<file path="config.mk">
export PLATFORM = sky130hd
export DESIGN_NAME = mean_window_flat
export DESIGN_NICKNAME = d
export VERILOG_FILES = /design/src/rtl/mean_pkg.sv /design/src/rtl/mean_window_if.sv /design/src/rtl/mean_ring_buf.sv /design/src/rtl/mean_window.sv /design/src/flat_wrapper.sv
export SDC_FILE = /design/constraint.sdc
export NUM_CORES = 1
export LEC_CHECK = 0
export ABC_AREA = 1
export CORE_ASPECT_RATIO = 0.9
export CORE_UTILIZATION = 60
export CTS_CLUSTER_DIAMETER = 120
export DETAILED_ROUTE_END_ITERATION = 7
export PLACE_DENSITY = 0.87
export SETUP_SLACK_MARGIN = 0.05
export SLEW_MARGIN = 10
export SYNTH_ARGS = -nofsm -noshare
export SYNTH_HDL_FRONTEND = slang
export SYNTH_SLANG_ARGS = --single-unit
</file>
<file path="constraint.sdc">
create_clock -name clk -period 4.6 [get_ports clk]
set_clock_uncertainty 0.05 [all_clocks]
set_input_delay 0.92 -clock clk [delete_from_list [all_inputs] [get_ports clk]]
set_output_delay 0.92 -clock clk [all_outputs]
set_load 0.02 [all_outputs]
</file>
<file path="src/rtl/mean_pkg.sv">
// mean_pkg: shared constants, state type and width helper for the mean_window
// running-average stage.
//   MEAN_BLOCK / MEAN_SLIDE : values of the MODE parameter
//   mean_state_e            : sliding-mode warm-up state (ST_FILL, ST_RUN)
//   acc_width()             : accumulator width for a given sample width and window size
package mean_pkg;

    localparam int MEAN_BLOCK = 0;
    localparam int MEAN_SLIDE = 1;

    typedef enum logic [0:0] {
        ST_FILL = 1'b0,
        ST_RUN  = 1'b1
    } mean_state_e;

    // Sum of 2^log2_n samples of 'width' bits needs log2_n extra bits.
    function automatic int acc_width(input int width, input int log2_n);
        return width + log2_n;
    endfunction

endpackage

</file>
<file path="src/rtl/mean_window_if.sv">
// mean_window_if: valid-only sample stream into and result stream out of
// mean_window (no back-pressure).
//   i_vld / i_data : input sample strobe and value
//   i_clr          : synchronous clear of the window state
//   o_vld / o_data : one-cycle result strobe and held mean value
// master = sample producer / result consumer, slave = mean_window.
interface mean_window_if #(
    parameter int WIDTH = 32
);
    logic             i_vld;
    logic [WIDTH-1:0] i_data;
    logic             i_clr;
    logic             o_vld;
    logic [WIDTH-1:0] o_data;

    modport master (
        output i_vld,
        output i_data,
        output i_clr,
        input  o_vld,
        input  o_data
    );

    modport slave (
        input  i_vld,
        input  i_data,
        input  i_clr,
        output o_vld,
        output o_data
    );
endinterface

</file>
<file path="src/rtl/mean_ring_buf.sv">
// mean_ring_buf: N x WIDTH circular buffer holding the last N samples of the
// sliding window.
//   clk, rstn : clock, asynchronous active-low reset (buffer and pointer to 0)
//   clr       : synchronous clear (buffer and pointer to 0), wins over adv
//   adv       : store wdata at the write pointer and advance it
//   oldest    : entry at the write pointer, i.e. the sample leaving the window
module mean_ring_buf #(
    parameter int WIDTH  = 32,
    parameter int LOG2_N = 2
) (
    input  logic             clk,
    input  logic             rstn,
    input  logic             clr,
    input  logic             adv,
    input  logic [WIDTH-1:0] wdata,
    output logic [WIDTH-1:0] oldest
);
    localparam int N = 1 << LOG2_N;

    logic [WIDTH-1:0]  mem_r [N];
    logic [LOG2_N-1:0] wp_r;

    // The slot about to be overwritten holds the sample from N writes ago.
    assign oldest = mem_r[wp_r];

    // Buffer storage and write pointer; pointer wraps naturally at N.
    always_ff @(posedge clk or negedge rstn) begin
        if (!rstn) begin
            wp_r <= '0;
            for (int i = 0; i < N; i++) begin
                mem_r[i] <= '0;
            end
        end else if (clr) begin
            wp_r <= '0;
            for (int i = 0; i < N; i++) begin
                mem_r[i] <= '0;
            end
        end else if (adv) begin
            mem_r[wp_r] <= wdata;
            wp_r        <= wp_r + LOG2_N'(1);
        end else begin
            wp_r <= wp_r;
        end
    end

endmodule

</file>
<file path="src/rtl/mean_window.sv">
// mean_window: running average over N = 2^LOG2_N valid samples.
//   MODE=MEAN_BLOCK : one result per N samples, windows never overlap
//   MODE=MEAN_SLIDE : one result per sample once N samples have been seen
//   SIG   : 1 signed two's-complement data, 0 unsigned
//   ROUND : 1 round half up, 0 floor
// Ports:
//   clk  : rising-edge clock
//   rstn : asynchronous active-low reset
//   bus  : mean_window_if slave (i_vld, i_data, i_clr in; o_vld, o_data out)
// Results are registered: one cycle after the completing sample.
module mean_window
    import mean_pkg::*;
#(
    parameter int WIDTH  = 32,
    parameter int LOG2_N = 2,
    parameter int SIG    = 1,
    parameter int MODE   = 0,
    parameter int ROUND  = 0
) (
    input  logic                 clk,
    input  logic                 rstn,
    mean_window_if.slave         bus
);
    localparam int                AW       = acc_width(WIDTH, LOG2_N);
    localparam int                N        = 1 << LOG2_N;
    localparam logic [LOG2_N-1:0] CNT_LAST = LOG2_N'(N - 1);
    localparam logic [AW:0]       RND_ADD  = (ROUND != 0) ? (AW+1)'(2 ** (LOG2_N - 1)) : (AW+1)'(0);

    logic [AW-1:0]     acc_r;
    logic [LOG2_N-1:0] cnt_r;
    mean_state_e       state_r;
    logic              o_vld_r;
    logic [WIDTH-1:0]  o_data_r;

    logic [WIDTH-1:0]  old_s;
    logic [AW-1:0]     acc_nxt_s;
    logic [AW:0]       sum_rnd_s;
    logic [AW:0]       shifted_s;
    logic [WIDTH-1:0]  mean_s;

    // Widen a sample to accumulator width according to its signedness.
    function automatic logic [AW-1:0] ext(input logic [WIDTH-1:0] v);
        logic fill;
        fill = (SIG != 0) ? v[WIDTH-1] : 1'b0;
        return {{LOG2_N{fill}}, v};
    endfunction

    generate
        if (MODE == MEAN_SLIDE) begin : g_ring
            mean_ring_buf #(
                .WIDTH  (WIDTH),
                .LOG2_N (LOG2_N)
            ) u_ring (
                .clk    (clk),
                .rstn   (rstn),
                .clr    (bus.i_clr),
                .adv    (bus.i_vld),
                .wdata  (bus.i_data),
                .oldest (old_s)
            );
        end else begin : g_no_ring
            // Block mode never subtracts: the accumulator restarts each window.
            assign old_s = '0;
        end
    endgenerate

    // Next accumulator value and its rounded, shifted mean.
    always_comb begin
        acc_nxt_s = acc_r + ext(bus.i_data) - ext(old_s);
        // One extra bit keeps the rounding addend from overflowing.
        sum_rnd_s = {((SIG != 0) ? acc_nxt_s[AW-1] : 1'b0), acc_nxt_s} + RND_ADD;
        if (SIG != 0) begin
            shifted_s = $signed(sum_rnd_s) >>> LOG2_N;
        end else begin
            shifted_s = sum_rnd_s >> LOG2_N;
        end
        // Mean of in-range samples is in range, so dropping the top bits is lossless.
        mean_s = shifted_s[WIDTH-1:0];
    end

    // Accumulator, sample counter, warm-up FSM and registered result.
    always_ff @(posedge clk or negedge rstn) begin
        if (!rstn) begin
            acc_r    <= '0;
            cnt_r    <= '0;
            state_r  <= ST_FILL;
            o_vld_r  <= 1'b0;
            o_data_r <= '0;
        end else if (bus.i_clr) begin
            // Clear beats a same-cycle sample, which is dropped.
            acc_r    <= '0;
            cnt_r    <= '0;
            state_r  <= ST_FILL;
            o_vld_r  <= 1'b0;
        end else if (bus.i_vld) begin
            cnt_r <= cnt_r + LOG2_N'(1);
            if (MODE == MEAN_BLOCK) begin
                if (cnt_r == CNT_LAST) begin
                    acc_r    <= '0;
                    o_vld_r  <= 1'b1;
                    o_data_r <= mean_s;
                end else begin
                    acc_r    <= acc_nxt_s;
                    o_vld_r  <= 1'b0;
                end
            end else begin
                acc_r <= acc_nxt_s;
                case (state_r)
                    ST_FILL: begin
                        if (cnt_r == CNT_LAST) begin
                            state_r  <= ST_RUN;
                            o_vld_r  <= 1'b1;
                            o_data_r <= mean_s;
                        end else begin
                            o_vld_r  <= 1'b0;
                        end
                    end
                    ST_RUN: begin
                        o_vld_r  <= 1'b1;
                        o_data_r <= mean_s;
                    end
                    default: begin
                        state_r  <= ST_FILL;
                        o_vld_r  <= 1'b0;
                    end
                endcase
            end
        end else begin
            o_vld_r <= 1'b0;
        end
    end

    assign bus.o_vld  = o_vld_r;
    assign bus.o_data = o_data_r;

endmodule

</file>
<file path="src/flat_wrapper.sv">
// flat-port wrapper written by rule: the top's interface ports become plain ports
module mean_window_flat import mean_pkg::*;
#(
    parameter int WIDTH  = 32,
    parameter int LOG2_N = 2,
    parameter int SIG    = 1,
    parameter int MODE   = 0,
    parameter int ROUND  = 0
)
  (clk, rstn, bus_i_vld, bus_i_data, bus_i_clr, bus_o_vld, bus_o_data);
  mean_window_if #(.WIDTH(WIDTH)) bus_i ();
  input  logic clk;
  input  logic rstn;
  input wire logic [$bits(bus_i.i_vld)-1:0] bus_i_vld;
  input wire logic [$bits(bus_i.i_data)-1:0] bus_i_data;
  input wire logic [$bits(bus_i.i_clr)-1:0] bus_i_clr;
  output wire logic [$bits(bus_i.o_vld)-1:0] bus_o_vld;
  output wire logic [$bits(bus_i.o_data)-1:0] bus_o_data;
  assign bus_i.i_vld = bus_i_vld;
  assign bus_i.i_data = bus_i_data;
  assign bus_i.i_clr = bus_i_clr;
  assign bus_o_vld = bus_i.o_vld;
  assign bus_o_data = bus_i.o_data;
  mean_window #(.WIDTH(WIDTH), .LOG2_N(LOG2_N), .SIG(SIG), .MODE(MODE), .ROUND(ROUND)) u_core (.clk(clk), .rstn(rstn), .bus(bus_i));
endmodule
</file>
# Word-level counts from Yosys, hierarchy flattened
# Index checks and enable logic that the tools add are counted.
dict set report op_classes {
  add_sub_neg 2
  n_eq_ne 1
  mux 8
  bitwise_logic 1
  reduce_logical 2
}
# op count
set ops {}
lappend ops {{$mux W34} 3}
lappend ops {{$add A34 B34 Y34} 1}
lappend ops {{$mux W2} 2}
lappend ops {{$mux W1} 3}
lappend ops {{$reduce_and A3 Y1} 1}
lappend ops {{$add A2 B1 Y2 const B} 1}
lappend ops {{$eq A2 B2 Y1 const B} 1}
lappend ops {{$reduce_bool A2 Y1} 1}
lappend ops {{$not A1 Y1} 1}
dict set report word_totals {
  reg_bits 69
  inputBits 36
  wordCells 18
}

# Longest topological paths before layout
# Gate-level depths: netlist of the first run.
dict set report logic_depth {
  word_depth 4
  ltp_mapped 14
}

# Least setup slack after synthesis of the first run
# Ideal clock, no wire load.
dict set report synth_timing {
  path_type {input to register}
  start {in bus_i_data[0]}
  end {reg u_core.acc_r[14]}
  setup_time_ns 0.117
  t_arrival_ns 2.326
  required_ns 4.433
  setup_slack_ns 2.106
  path_stages 11
  path_buffers 0
  path_cell_list {ha_1 > fa_1 > nand2_2 > o21ai_4 > nand2_2 > nand2_4 > nand2_2 > nand2_2 > or2_1 > nand3_1 > nand2_1}
}
dict set report synth_via {
  elab_chain_cells 4
}
# element line_no
set synth_rtl {}
lappend synth_rtl {{from (decl)} flat_wrapper.sv:15} ;# input wire logic [$bits(bus_i.i_data)-1:0] bus_i_data;
lappend synth_rtl {{$add A34 B34 Y34} mean_window.sv:69} ;# acc_nxt_s = acc_r + ext(bus.i_data) - ext(old_s);
lappend synth_rtl {{$mux W34} mean_window.sv:98} ;# if (cnt_r == CNT_LAST) begin
lappend synth_rtl {{$mux W34} mean_window.sv:95} ;# end else if (bus.i_vld) begin
lappend synth_rtl {{$mux W34} mean_window.sv:89} ;# end else if (bus.i_clr) begin
lappend synth_rtl {{to (signal assigned)} mean_window.sv:103} ;# acc_r <= acc_nxt_s;
lappend synth_rtl {{to (signal assigned)} mean_window.sv:107} ;# acc_r <= acc_nxt_s;
lappend synth_rtl {{to (decl)} mean_window.sv:29} ;# logic [AW-1:0] acc_r;
# No other way between the ends. The select of a mux whose other input is x is not followed.
# A chain may end at the register's enable or synchronous reset.

# Worst setup path after layout of the first run
dict set report layout_timing {
  start {in bus_i_data[0]}
  end {reg u_core.o_data_r[26] (netlist: u_core.bus.o_data[26])}
}
dict set report layout_via {
  elab_chain_cells 1
}
# element line_no
set layout_rtl {}
lappend layout_rtl {{$add A34 B34 Y34} mean_window.sv:69}
lappend layout_rtl {{to (signal assigned)} mean_window.sv:101} ;# o_data_r <= mean_s;
lappend layout_rtl {{to (signal assigned)} mean_window.sv:113} ;# o_data_r <= mean_s;
lappend layout_rtl {{to (signal assigned)} mean_window.sv:120} ;# o_data_r <= mean_s;
lappend layout_rtl {{to (decl)} mean_window.sv:33} ;# logic [WIDTH-1:0] o_data_r;
# No other way between the ends.

==> flow_metrics.py, run 1 <==
metrics = {
    "status": {
        "outcome": "complete, but fails checks",
        "violations": "design-rule violations",
    },
    "global_routing": {
        "grt.total_usage_pct": 35.3,
        "antenna_found_initial": 0,
        "grt_max_degree": 44,
        "grt_pass1_vias": 4887,
        "grt_pass1_wl_um": 23500,
        "grt-ovfl-total": 0,
    },
    "logic_synthesis": {
        "synth-edff-count": 0,
        "ys_warn_count": 0,
        "synthTopCellsByArea": "dfrtp_1, nand2_1, ha_1",
        "synth.net_count": 801,
        "synth_top_area_cell": "dfrtp_1",
        "ys_seq_area_share_pct": 34.7,
        "syn-cell-area_mm2": 0.00497,
        "async_flop_share_pct": 100,
        "syn_avg_cell_area_um2": 6.81,
        "syn_inst": 730,
        "yosysMostFrequentCell": "nand2_1",
        "synth_common_cells": "nand2_1, inv_1, dfrtp_1, nor2_1, nand3_1",
        "synth_top_area_share_pct": 34.7,
        "synthFlopType": "dfrtp_1",
        "ys_types": 30,
        "ys_seq_elements": 69,
    },
    "clock_network": {
        "post_cts_buffers": 0,
        "clkTransAtPathRegs_ns": 0.07,
        "htree_levels": 3,
        "clk_path_buf_depth": 2,
        "cts_made_buffers": 9,
        "cts_hold_buf": 0,
        "clk_latency_ns": 0.35,
        "cts.sinks": 69,
        "cts_tree": "yes",
        "cts-resized-gates": 0,
        "cts_root_buffer": "clkbuf_8",
    },
    "setup_path": {
        "critPathLaunchType": "input pin",
        "cp-end-kind": "register",
        "worstPathArrival_ns": 3.02,
        "critPathKind": "input pin to register",
        "critPathRequiredTime_ns": 4.78,
        "cp_max_fo": 4,
    },
    "die": {
        "coreArea_mm2": 0.00803,
        "die_w_um": 97.9,
        "num_rows": 31,
        "die_area_mm2": 0.00865,
        "die_h_um": 88.3,
        "io_pins": 69,
        "start_util_pct": 61.9,
    },
    "min_path": {
        "hold_path_class": "register to register",
    },
    "cells_and_area": {
        "register_area_mm2": 0.00173,
        "syn2layout_area_growth_pct": 19.1,
        "drive_gt1_share_pct": 7.81,
        "fin_nets": 873,
        "antenna_cells": 0,
        "multi_input_area_mm2": 0.00285,
        "fill_cells": 656,
        "final_util_pct": 73.7,
    },
    "power": {
        "leakagePower_nw": 3.15,
        "p_total_mw": 2.22,
        "powerDensity_mw_per_mm2": 375,
        "ir_drop_uv": 251,
    },
    "sta": {
        "period_minus_slack_ns": 2.84,
        "post-route-period-util_pct": 61.8,
        "rsz0062_at_grt": "no",
        "fmax_mhz": 352,
        "layout_setup_ws_ns": 1.76,
        "finalHoldViolations": 0,
        "setup_viol": 0,
        "tightest_slew_ns": 1.06,
        "drv_slew": 0,
        "relSlewSlack_pct": 29.1,
        "finalSetupTns_ns": 0,
    },
    "drt": {
        "wl_per_cell_um": 16.4,
        "drt_iter0_drc": 383,
        "viasPerCell": 5.56,
        "first_pass_iters": 7,
        "antenna_left": 0,
        "finalWirelength_um": 14900,
        "via_count": 5036,
        "drc_errors": 4,
    },
    "job": {
        "drv_cap": 0,
    },
    "placed_design": {
        "hpwlAfterDp_um": 11500,
        "place.gp.congestion": 0.995,
        "post-place-ws_ns": 1.45,
        "numPortBuffers": 68,
    },
}
[final timing paths]
check / endpoint / startpoint / slack [ns] / cells after the start
worst max-delay path: u_core.bus.o_data[26]$_DFFE_PN0P_ / bus_i_data[0] / 1.76 / 13
worst min-delay path: u_core.bus.o_data[22]$_DFFE_PN0P_ / u_core.bus.o_data[22]$_DFFE_PN0P_ / 0.43 / 2
worst max register to register: u_core.bus.o_data[26]$_DFFE_PN0P_ / u_core.acc_r[0]$_DFFE_PN0P_ / 2.37 / 12
worst min register to register: u_core.bus.o_data[22]$_DFFE_PN0P_ / u_core.bus.o_data[22]$_DFFE_PN0P_ / 0.43 / 2
max in group asynchronous: u_core.acc_r[33]$_DFFE_PN0P_ / rstn / 2.82 / 2
min in group asynchronous: u_core.acc_r[11]$_DFFE_PN0P_ / rstn / 0.71 / 1
[critical path, cell delays in order]
cell             delay [ns]
clkdlybuf4s50_1        0.40
ha_1                   0.29
fa_1                   0.48
nand2_2                0.13
o21ai_4                0.08
nand2_2                0.07
nand2_2                0.07
nand2_1                0.08
nand2_2                0.08
nand2_1                0.12
nand3_1                0.12
nand3_1                0.11
nand2_1                0.06
[through the flow]
stage / area [µm²] / hold slack [ns] / instances
global placement: 5760 / 0.414 / 890
CTS: 5920 / 0.437 / 906
finish: 5920 / 0.433 / 906
global route: 5920 / 0.456 / 906
detailed placement: 5760 / 0.415 / 890
floorplan: 4970 / 0.403 / 730
[cells by family (layout without fill, tap and decap cells)]
logic type / Yosys count / after routing / synth area share [%]
XOR/XNOR: 12 / 12 / 2.11
AND/OR/NAND/NOR: 425 / 425 / 36.7
AO/OA/AOI/OAI: 86 / 86 / 9.62
adder cells (fa/ha/maj): 35 / 35 / 8.96
buffers and inverters: 103 / 180 / 7.88
flip-flops: 69 / 69 / 34.7
[cells in the final DEF, fill, tap and decap left out, types with 2 or more instances in the layout]
cell type and instances:
inv_1 84, xor2_1 3, inv_2 7, nand3_1 53, nand2_2 19, nand3_2 3
o21ai_0 32, buf_4 5, nor2_1 56, nand4_1 6, ha_1 34, a21oi_1 32
a22o_1 3, o21bai_1 4, a21oi_2 2, o21ai_1 11, dfrtp_1 69, nor2_2 5
or2_1 3, nor3_2 2, clkbuf_1 2, xnor2_1 9, nand3b_1 6, nand2_1 261
nand2_4 2, clkdlybuf4s50_1 67, clkinv_2 4, nor3_1 8, clkbuf_8 9
[where the power goes]
group,internal [mW],total (mW),switching (mW)
clock network,0.193,0.441,0.248
logic,0.380,0.980,0.600
registers,0.722,0.798,0.0760
[state kept, by name, summed over array words and instances (netlist names)]
register / flops
u_core.bus.o_data: 32
u_core.acc_r: 34
u_core.cnt_r: 2
u_core.bus.o_vld: 1
[layer usage]
metal	routed length, µm	up-vias	GRT usage, %
met5	0	-	0
met4	422	0	14.5
met3	1140	40	6.40
met2	6600	230	57.4
met1	6710	2305	47.1
li1	-	2461	-
[area by class of cell]
| type | count | area share (%) |
|---|---|---|
| multi-input cells | 558 | 48.2 |
| flip-flops and latches | 69 | 29.2 |
| repair buffers | 73 | 12.1 |
| inverters | 91 | 5.77 |
| clock buffers | 11 | 2.22 |
| well taps | 99 | 2.09 |
| clock inverters | 5 | 0.465 |
(Power assumes the default switching activity.)
==> inputs of run 2 (changes only) <==
Settings changed: CORE_UTILIZATION 60 to 50, PLACE_DENSITY 0.87 to 0.78.
Clock period 4.6 ns to 2.4 ns, I/O delays scaled along.
==> flow_metrics.py, run 2 (synthesized netlist as in run 1, its figures left out) <==
metrics = {
    "status": {
        "outcome": "completed",
    },
    "die": {
        "start_util_pct": 51.5,
        "die_h_um": 96.6,
        "coreArea_mm2": 0.00966,
        "num_rows": 34,
        "io_pins": 69,
        "die_area_mm2": 0.0103,
        "die_w_um": 107,
    },
    "clock_network": {
        "cts_hold_buf": 0,
        "cts.sinks": 69,
        "clk_path_buf_depth": 2,
        "post_cts_buffers": 0,
        "htree_levels": 3,
        "clkTransAtPathRegs_ns": 0.07,
        "cts_root_buffer": "clkbuf_8",
        "cts_made_buffers": 9,
        "cts_tree": "yes",
        "clk_latency_ns": 0.36,
        "cts-resized-gates": 0,
    },
    "drt": {
        "finalWirelength_um": 14500,
        "antenna_left": 0,
        "via_count": 5191,
        "wl_per_cell_um": 14.5,
        "first_pass_iters": 7,
        "drc_errors": 0,
        "viasPerCell": 5.21,
        "drt_iter0_drc": 366,
    },
    "sta": {
        "tightest_slew_ns": 0.384,
        "rsz0062_at_grt": "yes",
        "relSlewSlack_pct": 74.1,
        "setup_viol": 0,
        "post-route-period-util_pct": 93.4,
        "fmax_mhz": 446,
        "drv_slew": 0,
        "period_minus_slack_ns": 2.24,
        "finalHoldViolations": 0,
    },
    "cells_and_area": {
        "multi_input_area_mm2": 0.00288,
        "drive_gt1_share_pct": 15.7,
        "largest_reg_flops": 34,
        "fin_nets": 936,
        "syn2layout_area_growth_pct": 31.5,
        "top_register": "u_core.acc_r",
        "final_area_mm2": 0.00654,
        "fill_cells": 847,
        "final_util_pct": 67.7,
        "layout_common_cells": "nand2_1, inv_1, dfrtp_1",
        "antenna_cells": 0,
        "mostFrequentLayoutCell": "nand2_1",
        "register_area_mm2": 0.00173,
    },
    "placed_design": {
        "numPortBuffers": 68,
        "place.gp.congestion": 0.998,
        "place_area_mm2": 0.00628,
        "hpwlAfterDp_um": 11300,
    },
    "power": {
        "powerDensity_mw_per_mm2": 726,
        "ir_drop_uv": 456,
        "p_total_mw": 4.74,
        "leakagePower_nw": 3.49,
    },
    "setup_path": {
        "critPathKind": "input pin to register",
        "rr_endpoint": "u_core.bus.o_data[27]$_DFFE_PN0P_",
        "critPathLaunchType": "input pin",
        "critPathRequiredTime_ns": 2.59,
        "r2r_setup_slack_ns": 0.29,
        "cp-endpoint": "u_core.bus.o_data[27]$_DFFE_PN0P_",
        "crit_path_start": "bus_i_data[18]",
        "worstPathArrival_ns": 2.44,
        "r2r.worst_path.cells": 10,
        "cp-end-kind": "register",
        "cp_max_fo": 4,
        "r2r-start": "u_core.acc_r[26]$_DFFE_PN0P_",
    },
    "global_routing": {
        "grt.total_usage_pct": 30.0,
        "antenna_found_initial": 0,
        "grt-ovfl-total": 0,
        "grt_max_degree": 70,
        "grt_pass1_vias": 5013,
        "grt_pass1_wl_um": 23900,
    },
    "min_path": {
        "hold_path_class": "input pin to asynchronous set/reset pin",
    },
    "job": {
        "drv_cap": 0,
    },
}
## run 2: worst min-delay path by stage
stage,start,slack [ns],cells after the start,to
global route,rstn,0.13,2,u_core.bus.o_data[10]$_DFFE_PN0P_
finish,rstn,0.09,2,u_core.bus.o_data[10]$_DFFE_PN0P_
floorplan,rstn,0.13,0,u_core.acc_r[0]$_DFFE_PN0P_
CTS,rstn,0.11,2,u_core.bus.o_data[8]$_DFFE_PN0P_
detailed placement,u_core.bus.o_data[27]$_DFFE_PN0P_,0.41,2,u_core.bus.o_data[27]$_DFFE_PN0P_
global placement,u_core.bus.o_data[18]$_DFFE_PN0P_,0.41,2,u_core.bus.o_data[18]$_DFFE_PN0P_
## run 2: cell type report
class	instances	share of cell area, %
multi-input combinational	558	44.1
clock buffer	11	2.32
clock inverter	5	1.24
inverter	91	5.22
sequential	69	26.4
timing repair buffer	136	18.3
tap	126	2.41
## run 2: metrics by stage
step	TNS, ns	std cells	setup WS, ns	hold slack, ns
3_3_place_gp	-4.13	980	-0.201	0.413
2_1_floorplan	0	730	0.346	0.134
3_5_place_dp	-4.84	980	-0.204	0.414
4_1_cts	0	996	0.155	0.113
6_report	0	996	0.157	0.0904
5_1_grt	0	996	0.0407	0.126
## run 2: routing by layer
| metal | part of all wire [%] | up-vias | global-route usage, % |
|---|---|---|---|
| met5 | 0 | - | 0 |
| met4 | 0.91 | 0 | 6.85 |
| met3 | 6.2 | 12 | 4.36 |
| met2 | 45 | 171 | 49.7 |
| met1 | 47 | 2410 | 41.7 |
| li1 | - | 2598 | - |
## run 2: power by group
part | internal, mW | switching, mW | total, mW
clock network | 0.644 | 0.468 | 1.11
logic | 0.926 | 1.19 | 2.12
registers | 1.38 | 0.133 | 1.52
## run 2: critical path, stage by stage
cell and delay (ns):
clkdlybuf4s50_1 0.45, ha_1 0.37, nand2_1 0.09, buf_4 0.14, nor2_1 0.18, inv_1 0.10
nor3_1 0.23, nand2_2 0.12, nand2_1 0.08, nand2_1 0.06, nand3_1 0.08, nand2_1 0.05
==> inputs of run 3 (changes only) <==
Settings changed: SETUP_SLACK_MARGIN 0.05 to unset.
==> flow_metrics.py, run 3 (synthesized netlist as in run 1, its figures left out) <==
metrics = {
    "cells_and_area": {
        "drive_gt1_share_pct": 14.8,
        "multi_input_area_mm2": 0.00286,
        "final_util_pct": 67.5,
        "syn2layout_area_growth_pct": 31.1,
        "fin_nets": 936,
        "antenna_cells": 0,
        "layout_common_cells": "nand2_1, inv_1, dfrtp_1",
        "top_register": "u_core.acc_r",
        "largest_reg_flops": 34,
        "fill_cells": 846,
        "register_area_mm2": 0.00173,
        "mostFrequentLayoutCell": "nand2_1",
    },
    "drt": {
        "first_pass_iters": 7,
        "wl_per_cell_um": 14.5,
        "finalWirelength_um": 14500,
        "drc_errors": 0,
        "antenna_left": 0,
        "viasPerCell": 5.20,
        "drt_iter0_drc": 304,
        "via_count": 5180,
    },
    "sta": {
        "setup_viol": 0,
        "rsz0062_at_grt": "no",
        "post-route-period-util_pct": 94.4,
        "fmax_mhz": 442,
        "period_minus_slack_ns": 2.26,
        "tightest_slew_ns": 0.392,
        "relSlewSlack_pct": 73.6,
        "finalSetupTns_ns": 0,
        "finalHoldViolations": 0,
        "drv_slew": 0,
    },
    "setup_path": {
        "critPathRequiredTime_ns": 2.59,
        "worstPathArrival_ns": 2.46,
        "cp_max_fo": 4,
        "cp-end-kind": "register",
        "critPathKind": "input pin to register",
        "critPathLaunchType": "input pin",
    },
    "clock_network": {
        "htree_levels": 3,
        "clk_path_buf_depth": 2,
        "clk_latency_ns": 0.35,
        "clkTransAtPathRegs_ns": 0.08,
        "cts_made_buffers": 9,
        "cts_hold_buf": 0,
        "cts_tree": "yes",
        "cts_root_buffer": "clkbuf_8",
        "cts.sinks": 69,
    },
    "power": {
        "leakagePower_nw": 3.49,
        "powerDensity_mw_per_mm2": 726,
        "ir_drop_uv": 448,
    },
    "placed_design": {
        "numPortBuffers": 68,
        "place.gp.congestion": 0.998,
        "hpwlAfterDp_um": 11300,
    },
    "global_routing": {
        "grt_max_degree": 70,
        "grt_pass1_wl_um": 23900,
        "grt-ovfl-total": 0,
        "antenna_found_initial": 0,
        "grt_pass1_vias": 5013,
        "grt.total_usage_pct": 30.0,
    },
    "die": {
        "num_rows": 34,
        "coreArea_mm2": 0.00966,
        "start_util_pct": 51.5,
        "die_area_mm2": 0.0103,
        "die_h_um": 96.6,
        "die_w_um": 107,
        "io_pins": 69,
    },
    "min_path": {
        "hold_path_class": "input pin to asynchronous set/reset pin",
    },
    "status": {
        "outcome": "completed",
    },
    "job": {
        "drv_cap": 0,
    },
}
run 3: cell count changes in the layout (fill, tap and decap cells not counted):
cell and delta:
nand2_1 +2, nand2_2 -2, nor2_1 +2, a21oi_2 -2, nor2_2 -2, a21oi_1 +2
ha_1 +2, ha_2 -2
run 3: report_power, final:
part | switching, mW | leakage, nW | total (mW) | internal [mW]
Combinational | 1.18 | 2.46 | 2.11 | 0.921
Sequential | 0.132 | 0.912 | 1.52 | 1.38
Clock | 0.466 | 0.116 | 1.11 | 0.644
Total | 1.78 | 3.49 | 4.73 | 2.95
run 3: path summary, 6_finish.rpt:
| check | from | endpoint | slack [ns] | cells past startpoint |
|---|---|---|---|---|
| min in group clk | u_core.bus.o_data[21]$_DFFE_PN0P_ | u_core.bus.o_data[21]$_DFFE_PN0P_ | 0.43 | 2 |
| setup reg to reg | u_core.acc_r[26]$_DFFE_PN0P_ | u_core.bus.o_data[27]$_DFFE_PN0P_ | 0.27 | 10 |
| hold / removal | rstn | u_core.bus.o_data[10]$_DFFE_PN0P_ | 0.1 | 2 |
| max in group asynchronous | rstn | u_core.bus.o_data[31]$_DFFE_PN0P_ | 1.90 | 2 |
| setup / recovery | bus_i_data[20] | u_core.bus.o_data[25]$_DFFE_PN0P_ | 0.14 | 12 |
| hold reg to reg | u_core.bus.o_data[21]$_DFFE_PN0P_ | u_core.bus.o_data[21]$_DFFE_PN0P_ | 0.43 | 2 |
run 3: timing repair:
item | in CTS | in global routing
resized for setup | 0 | 1
endpoints found under the setup margin | 0 | 1
buffers inserted | 0 | 0
run 3: layout make-up:
cell class	instances	area share, %
multi-input combinational	558	43.9
clock buffer	11	2.32
clock inverter	5	1.25
tap	126	2.42
inverter	91	5.24
timing repair buffer	136	18.4
sequential	69	26.5
run 3: critical path, stage by stage:
cell and delay [ns]:
clkdlybuf4s50_1 0.42, ha_1 0.40, nand2_1 0.12, nor2_1 0.14
inv_1 0.09, nor3_1 0.19, buf_4 0.16, nand3_1 0.12
nand2_1 0.10, nand2_1 0.07, nand3_1 0.09, nand2_1 0.06
run 3: layer usage:
layer | share of wire (%) | up-vias | global-route usage (%) | wire, µm
met3 | 6.7 | 18 | 4.36 | 964
met2 | 45 | 172 | 49.7 | 6520
met4 | 1.1 | 0 | 6.85 | 163
li1 | - | 2600 | - | -
met1 | 47 | 2390 | 41.7 | 6830
met5 | 0 | - | 0 | 0
run 3: per-stage QoR:
step | hold slack, ns | power [mW] | instance area (µm²) | cells | setup WS, ns
6_report | 0.0973 | 4.73 | 6520 | 996 | 0.135
5_1_grt | 0.126 | 5.05 | 6520 | 996 | 0.0185
4_1_cts | 0.113 | 4.74 | 6510 | 996 | 0.155
3_5_place_dp | 0.414 | 3.62 | 6280 | 980 | -0.204
3_3_place_gp | 0.413 | 3.57 | 6280 | 980 | -0.201
2_1_floorplan | 0.134 | 2.70 | 4970 | 730 | 0.346
